**config.mk**
```make
export PLATFORM = sky130hd
export DESIGN_NAME = bcd_serial_add_ctrl
export DESIGN_NICKNAME = d
export VERILOG_FILES = /design/src/rtl/bcd_pkg.sv /design/src/rtl/bcd_digit_add.sv /design/src/rtl/bcd_serial_add_ctrl.sv
export SDC_FILE = /design/constraint.sdc
export NUM_CORES = 1
export LEC_CHECK = 0
export ABC_AREA = 1
export CORE_MARGIN = 4
export CORE_UTILIZATION = 45
export DETAILED_ROUTE_END_ITERATION = 7
export DONT_BUFFER_PORTS = 1
export PLACE_DENSITY_LB_ADDON = 0.05
export SYNTH_ARGS = -nofsm -noshare
export SYNTH_HDL_FRONTEND = slang
export SYNTH_HIERARCHICAL = 1
export SYNTH_SLANG_ARGS = --single-unit
export TNS_END_PERCENT = 10
```
**constraint.sdc**
```tcl
create_clock -name CLOCK_50 -period 4.2 [get_ports CLOCK_50]
set_input_delay 0.63 -clock CLOCK_50 [delete_from_list [all_inputs] [get_ports CLOCK_50]]
set_output_delay 0.63 -clock CLOCK_50 [all_outputs]
set_load 0.05 [all_outputs]
```
**src/rtl/bcd_pkg.sv**
```systemverilog
// ---------------------------------------------------------------------------
// bcd_pkg
// Shared definitions for the serial BCD adder: default operand width in
// digits, BCD digit limits and the controller state encoding.
// ---------------------------------------------------------------------------
package bcd_pkg;

   localparam int         NDIG_DEFAULT = 4;
   localparam logic [3:0] BCD_MAX      = 4'd9;
   localparam logic [3:0] BCD_CORR     = 4'd6;

   typedef enum logic [1:0] {
      IDLE = 2'd0,
      ADD  = 2'd1,
      DONE = 2'd2
   } bcd_state_e;

endpackage : bcd_pkg

```
**src/rtl/bcd_digit_add.sv**
```systemverilog
// ---------------------------------------------------------------------------
// bcd_digit_add
// Purely combinational single-digit BCD adder.
// Ports:
//   a, b  : input digits (values 10..15 are added arithmetically anyway)
//   cin   : carry in
//   s     : result digit
//   cout  : decimal carry out
// ---------------------------------------------------------------------------
module bcd_digit_add
   import bcd_pkg::*;
(
   input  logic [3:0] a,
   input  logic [3:0] b,
   input  logic       cin,
   output logic [3:0] s,
   output logic       cout
);

   logic [4:0] raw_sum;

   always_comb begin
      raw_sum = {1'b0, a} + {1'b0, b} + {4'b0000, cin};
      s       = raw_sum[3:0];
      cout    = 1'b0;
      // Binary sums above 9 are pushed past 15 by +6, so the low nibble
      // wraps to the decimal digit and the carry moves up.
      if (raw_sum > {1'b0, BCD_MAX}) begin
         s    = raw_sum[3:0] + BCD_CORR;
         cout = 1'b1;
      end
   end

endmodule : bcd_digit_add

```
**src/rtl/bcd_serial_add_ctrl.sv**
```systemverilog
// ---------------------------------------------------------------------------
// bcd_serial_add_ctrl
// Serial packed-BCD adder: one digit per clock through a single digit adder.
// Handshake: Start is a request sampled only while idle; the operands and
// Cin are captured on that edge. Busy is high for exactly NDIG cycles while
// digits are processed, then Done pulses for one cycle with Sum/Cout/Err
// already updated. Results hold until the next Done.
// Ports:
//   CLOCK_50  : clock, rising edge
//   Reset     : synchronous active-high reset
//   Start     : add request
//   A, B      : packed BCD operands, digit 0 in bits [3:0]
//   Cin       : carry into digit 0
//   Sum, Cout : registered result of the last completed addition
//   Busy      : high while digits are being added
//   Done      : one-cycle completion pulse
//   Err       : an operand of the last completed addition had a digit > 9
//   state_dbg : current controller state (bcd_state_e encoding)
// ---------------------------------------------------------------------------
module bcd_serial_add_ctrl
   import bcd_pkg::*;
#(
   parameter int NDIG = NDIG_DEFAULT
) (
   input  logic              CLOCK_50,
   input  logic              Reset,
   input  logic              Start,
   input  logic [4*NDIG-1:0] A,
   input  logic [4*NDIG-1:0] B,
   input  logic              Cin,
   output logic [4*NDIG-1:0] Sum,
   output logic              Cout,
   output logic              Busy,
   output logic              Done,
   output logic              Err,
   output logic [1:0]        state_dbg
);

   localparam int W  = 4 * NDIG;
   localparam int CW = (NDIG > 1) ? $clog2(NDIG) : 1;
   localparam logic [CW-1:0] CNT_LAST = CW'(NDIG - 1);

   bcd_state_e    state_q, state_d;
   logic [CW-1:0] cnt_q, cnt_d;
   logic          carry_q, carry_d;
   logic [W-1:0]  a_q, a_d;
   logic [W-1:0]  b_q, b_d;
   logic [W-1:0]  work_q, work_d;
   logic          err_acc_q, err_acc_d;
   logic [W-1:0]  sum_q, sum_d;
   logic          cout_q, cout_d;
   logic          err_q, err_d;

   logic [CW+1:0] bit_base;
   logic [3:0]    a_dig, b_dig, dig_s;
   logic          dig_cout, dig_err;

   // Bit offset of the digit currently being processed.
   assign bit_base = {cnt_q, 2'b00};
   assign a_dig    = a_q[bit_base +: 4];
   assign b_dig    = b_q[bit_base +: 4];
   assign dig_err  = (a_dig > BCD_MAX) || (b_dig > BCD_MAX);

   bcd_digit_add u_digit_add (
      .a    (a_dig),
      .b    (b_dig),
      .cin  (carry_q),
      .s    (dig_s),
      .cout (dig_cout)
   );

   always_comb begin
      state_d   = state_q;
      cnt_d     = cnt_q;
      carry_d   = carry_q;
      a_d       = a_q;
      b_d       = b_q;
      work_d    = work_q;
      err_acc_d = err_acc_q;
      sum_d     = sum_q;
      cout_d    = cout_q;
      err_d     = err_q;

      case (state_q)
         IDLE: begin
            if (Start) begin
               a_d       = A;
               b_d       = B;
               carry_d   = Cin;
               cnt_d     = '0;
               err_acc_d = 1'b0;
               state_d   = ADD;
            end
         end

         ADD: begin
            work_d[bit_base +: 4] = dig_s;
            carry_d   = dig_cout;
            err_acc_d = err_acc_q | dig_err;
            cnt_d     = cnt_q + 1'b1;
            if (cnt_q == CNT_LAST) begin
               // Results are taken from the next-state values so the digit
               // processed on this final edge is included.
               sum_d   = work_d;
               cout_d  = dig_cout;
               err_d   = err_acc_d;
               cnt_d   = '0;
               state_d = DONE;
            end
         end

         DONE: begin
            state_d = IDLE;
         end

         default: begin
            state_d = IDLE;
         end
      endcase
   end

   always_ff @(posedge CLOCK_50) begin
      if (Reset) begin
         state_q   <= IDLE;
         cnt_q     <= '0;
         carry_q   <= 1'b0;
         a_q       <= '0;
         b_q       <= '0;
         work_q    <= '0;
         err_acc_q <= 1'b0;
         sum_q     <= '0;
         cout_q    <= 1'b0;
         err_q     <= 1'b0;
      end else begin
         state_q   <= state_d;
         cnt_q     <= cnt_d;
         carry_q   <= carry_d;
         a_q       <= a_d;
         b_q       <= b_d;
         work_q    <= work_d;
         err_acc_q <= err_acc_d;
         sum_q     <= sum_d;
         cout_q    <= cout_d;
         err_q     <= err_d;
      end
   end

   assign Sum       = sum_q;
   assign Cout      = cout_q;
   assign Err       = err_q;
   assign Busy      = (state_q == ADD);
   assign Done      = (state_q == DONE);
   assign state_dbg = state_q;

endmodule : bcd_serial_add_ctrl

```
==> results by stage <==
Clock tree:
- CTS saw 72 sinks.
- The root buffer selected by CTS is sky130_fd_sc_hd__clkbuf_8.
- The number of hold buffers added after cts is 0.
- The maximum clock insertion buffer count is 2.
- TritonCTS built the clock tree.
- The number of gates resized after CTS was 0.
- The number of buffers created by CTS is 9.
- At the later pin of the worst-skew pair, clock insertion delay measures 340 ps.
- The H-tree generated during clock tree synthesis spans 3 levels.
- The clock slew at the register clock pins of the worst setup and hold paths is 80 ps.
- The number of setup buffers added after CTS is 0.

Logic synthesis:
- Counting flops with a built-in enable in the synthesized netlist gives 0.
- The fraction of post-synthesis cell area in the top cell type by area is 40.49%.
- Counting flops with an async set or reset pin after synthesis yields a share of 0%.
- Among all cell types in the netlist, the one instantiated most often is sky130_fd_sc_hd__nor2_1.
- In the synthesized netlist, the cells that appear most often are 77 x sky130_fd_sc_hd__nor2_1, 73 x sky130_fd_sc_hd__inv_1, 72 x sky130_fd_sc_hd__dfxtp_1.
- The count of mapped cells out of synthesis is 486.
- The sequential element share of the synthesized area is 40.49%.
- The number of different library cells used by synthesis comes to 28.
- Each instance of the synthesized netlist takes up on average 7.324 um2.
- By area the synthesized netlist is led by sky130_fd_sc_hd__dfxtp_1 40%, sky130_fd_sc_hd__nor2_1 8.1%, sky130_fd_sc_hd__inv_1 7.7%, sky130_fd_sc_hd__o21ai_0 6.5%, sky130_fd_sc_hd__nand2_1 5.8%.
- For this run, the leading register cell type out of synthesis is sky130_fd_sc_hd__dfxtp_1.
- During synthesis, Yosys emitted a total of 6 warnings.
- The number of nets produced by synthesis is 534.
- The largest total area in the synthesized netlist belongs to sky130_fd_sc_hd__dfxtp_1.
- Summing every instance area after synthesis gives 3560 um2.
- Counting flops and latches in the post-synthesis netlist gives 72.

STA:
- The post-route fraction of the period consumed by the critical path is 84.38%.
- The time the final worst path needs with I/O delays and setup is 3544 ps.
- The slew of the pin with the lowest slew margin is 876.2 ps.
- Setup repair after global routing left no endpoint under its margin.
- The count of endpoints failing setup in the final report is 0.
- Adding up every negative setup slack in the final design gives 0 ps.
- The total count of hold-check failures in the final report is 0.
- The remaining max-slew budget at the tightest pin is 41.37%.
- The number of pins with negative max-slew slack in the final report is 0.
- Timing would allow up to 282.2 MHz.
- Clock skew on the completed layout was measured at 11.83 ps.

Route:
- Before antenna repair, the detailed router went through 4 iterations.
- In the routed design, unresolved DRC markers number 0.
- The total wire length is 8.362 mm.
- After detailed routing, the number of vias per cell comes to 5.057.
- The number of routed nets with antenna violations is 0.
- In this run, the number of DRC markers left after iteration 0 of detailed routing was 178.
- Dividing the detail-routed wire length by the instance count gives 14.34 um.
- The routed layout has 2948 vias.

Global routing:
- The initial antenna violation count is 0.
- Entering global routing, the biggest net connects 52 pins.
- The via count of the first global-routing pass is 2916.
- The total overflow left after global routing is 0.
- The first global-routing pass estimated 14.55 mm of wire.
- The total routing resource utilization after global routing is 18.65%.

Placement:
- Once detailed placement completed, the half-perimeter wirelength came to 5.824 mm.
- The routability congestion estimate from global placement is 0.7831.
- The number of placed instances, taps included is 567.
- During placement, the flow inserted port buffers numbering 0.

Layout:
- Of the cells placed in the final design, the portion with a size suffix greater than 1 is 8.732%.
- After filler insertion, the fill cell instance count of the layout stands at 816.
- Leaving out filler cells and counting taps, the final layout contains 583.
- 0 antenna diodes ended up in the layout.
- The area added between synthesis and finish is 5.694%.
- For this run, the post-layout net count is 524.

Floorplan:
- The count of pins on the block boundary is 58.
- The core area is 7727 um2.
- The floorplan step defined a die boundary enclosing 9397 um2.
- The height of the die is 96.94 um.
- The width of the chip is 96.94 um.
- The number of rows in the core area is 32.
- The initial core utilization is 46.07%.

Hold path:
- The worst hold path belongs to the class in -> reg.

Pwr:
- For this design the static power due to leakage is 1.817 nW.
- Power spread over the standard cell area amounts to 459.8 nW/um2.
- The worst-case IR drop observed on VDD is 0.1746 mV.

Setup path:
- The sort of element at the end of the critical path is a register.
- The required arrival time at the worst endpoint is 4480 ps.
- STA classifies the critical path startpoint as a register.
- For the worst setup path, the data arrival time is 3830 ps.
- Along the worst path, the maximum fanout reaches 12.
- The type of the worst setup path is reg -> reg.

Outcome:
- The flow ran to the end, and the final reports show no timing, DRC or antenna violations.

Job:
- The max-cap check violation count is 0.
cell type report:
cell class / instances / area [um2] / share of cell area (%)
Clock buffer: 11 / 141.4 / 3.758
Clock inverter: 5 / 56.30 / 1.497
Inverter: 79 / 296.5 / 7.882
Multi-Input combinational cell: 311 / 1677 / 44.56
Sequential cell: 72 / 1441 / 38.31
Tap cell: 102 / 127.6 / 3.392
Timing Repair Buffer: 3 / 22.52 / 0.5986
final timing paths:
path	from	end	slack, ps	cells after the start
max	cnt_q[1]	work_q[14]	660	19
min	Reset	err_acc_q	360	1
max reg2reg	cnt_q[1]	work_q[14]	660	19
min reg2reg	b_q[7]	b_q[7]	460	2
state kept, by name, indices dropped and copies added (netlist names):
name       count
Err            1
Sum           16
a_q           16
err_acc_q      1
cnt_q          2
work_q        16
Cout           1
state_dbg      2
carry_q        1
b_q           16
routing by layer:
metal / wire [um] / up-vias / GRT usage, % / share of wire (%)
met5: 0 / - / 0 / 0
met4: 74 / 0 / 5.508 / 0.88
met3: 349 / 7 / 4.110 / 4.2
met2: 3514 / 54 / 27.18 / 42
met1: 4424 / 1347 / 27.41 / 53
li1: - / 1540 / - / -
worst max-delay path: stages (launching register included):
cell and delay [ps]:
sky130_fd_sc_hd__dfxtp_1 610, sky130_fd_sc_hd__inv_2 210, sky130_fd_sc_hd__o21ai_0 130, sky130_fd_sc_hd__o22ai_1 120
sky130_fd_sc_hd__fa_1 490, sky130_fd_sc_hd__fa_1 410, sky130_fd_sc_hd__nand2_1 110, sky130_fd_sc_hd__nand2_2 90
sky130_fd_sc_hd__ha_1 260, sky130_fd_sc_hd__a21oi_4 150, sky130_fd_sc_hd__nand2_4 80, sky130_fd_sc_hd__nand2_4 80
sky130_fd_sc_hd__nand2_1 60, sky130_fd_sc_hd__nand2_1 50, sky130_fd_sc_hd__inv_1 80, sky130_fd_sc_hd__nor2_1 90
sky130_fd_sc_hd__nand2_1 100, sky130_fd_sc_hd__o22ai_1 200, sky130_fd_sc_hd__o21ai_0 110, sky130_fd_sc_hd__inv_1 60
stage by stage:
stage	area, um2	hold WS [ps]	util [%]	setup WS [ps]	total power (W)
2_1_floorplan	3560	429.4	-	1192	0.001109
3_3_place_gp	3565	444.9	46.13	797.7	0.001182
3_5_place_dp	3565	446.8	46.13	714.1	0.001189
4_1_cts	3762	331.8	48.69	697.9	0.001746
5_1_grt	3762	323.0	48.69	293.8	0.001848
6_report	3762	355.2	48.69	655.9	0.001730
power by group:
part | internal, W | switching, W | total (W)
Clock | 0.000290 | 0.000265 | 0.000555
Sequential | 0.000727 | 0.0000287 | 0.000756
Combinational | 0.000137 | 0.000282 | 0.000419
Total | 0.00115 | 0.000576 | 0.00173
cells in the final DEF (no fill, tap or decap):
cell / Yosys / routed
sky130_fd_sc_hd__clkinv_4: 0 / 1
sky130_fd_sc_hd__nor2_1: 77 / 77
sky130_fd_sc_hd__nand4_1: 1 / 1
sky130_fd_sc_hd__inv_2: 6 / 6
sky130_fd_sc_hd__nand3_1: 18 / 18
sky130_fd_sc_hd__dfxtp_1: 72 / 72
sky130_fd_sc_hd__ha_1: 10 / 10
sky130_fd_sc_hd__o22ai_1: 14 / 14
sky130_fd_sc_hd__a21oi_4: 1 / 1
sky130_fd_sc_hd__nand2_4: 3 / 3
sky130_fd_sc_hd__bufinv_16: 0 / 1
sky130_fd_sc_hd__fa_1: 2 / 2
sky130_fd_sc_hd__buf_4: 5 / 3
sky130_fd_sc_hd__o21bai_1: 16 / 16
sky130_fd_sc_hd__nand2_2: 4 / 4
sky130_fd_sc_hd__nor2_8: 1 / 1
sky130_fd_sc_hd__nor2_2: 1 / 1
sky130_fd_sc_hd__o32ai_2: 4 / 4
sky130_fd_sc_hd__o21ai_1: 26 / 26
sky130_fd_sc_hd__nand2_1: 55 / 55
sky130_fd_sc_hd__clkinvlp_4: 0 / 1
sky130_fd_sc_hd__nand3_2: 2 / 2
sky130_fd_sc_hd__o21ai_0: 46 / 46
sky130_fd_sc_hd__clkbuf_8: 0 / 10
sky130_fd_sc_hd__clkbuf_1: 9 / 1
sky130_fd_sc_hd__a21oi_1: 25 / 25
sky130_fd_sc_hd__inv_1: 73 / 73
sky130_fd_sc_hd__o211ai_1: 3 / 3
sky130_fd_sc_hd__a21oi_2: 2 / 2
sky130_fd_sc_hd__clkinv_2: 0 / 2
cell families (layout without fill, tap and decap cells):
family                     after synthesis  in the layout  share of synthesized area (%)
adders and majority gates               12             12                          4.640
and+or+nand+nor                        162            162                          19.58
AOI/OAI and AO/OA                      137            137                          22.88
buffers and inverters                  103             98                          12.41
DFF                                     72             72                          40.49
Note: power is estimated with default switching activity, not from simulation.
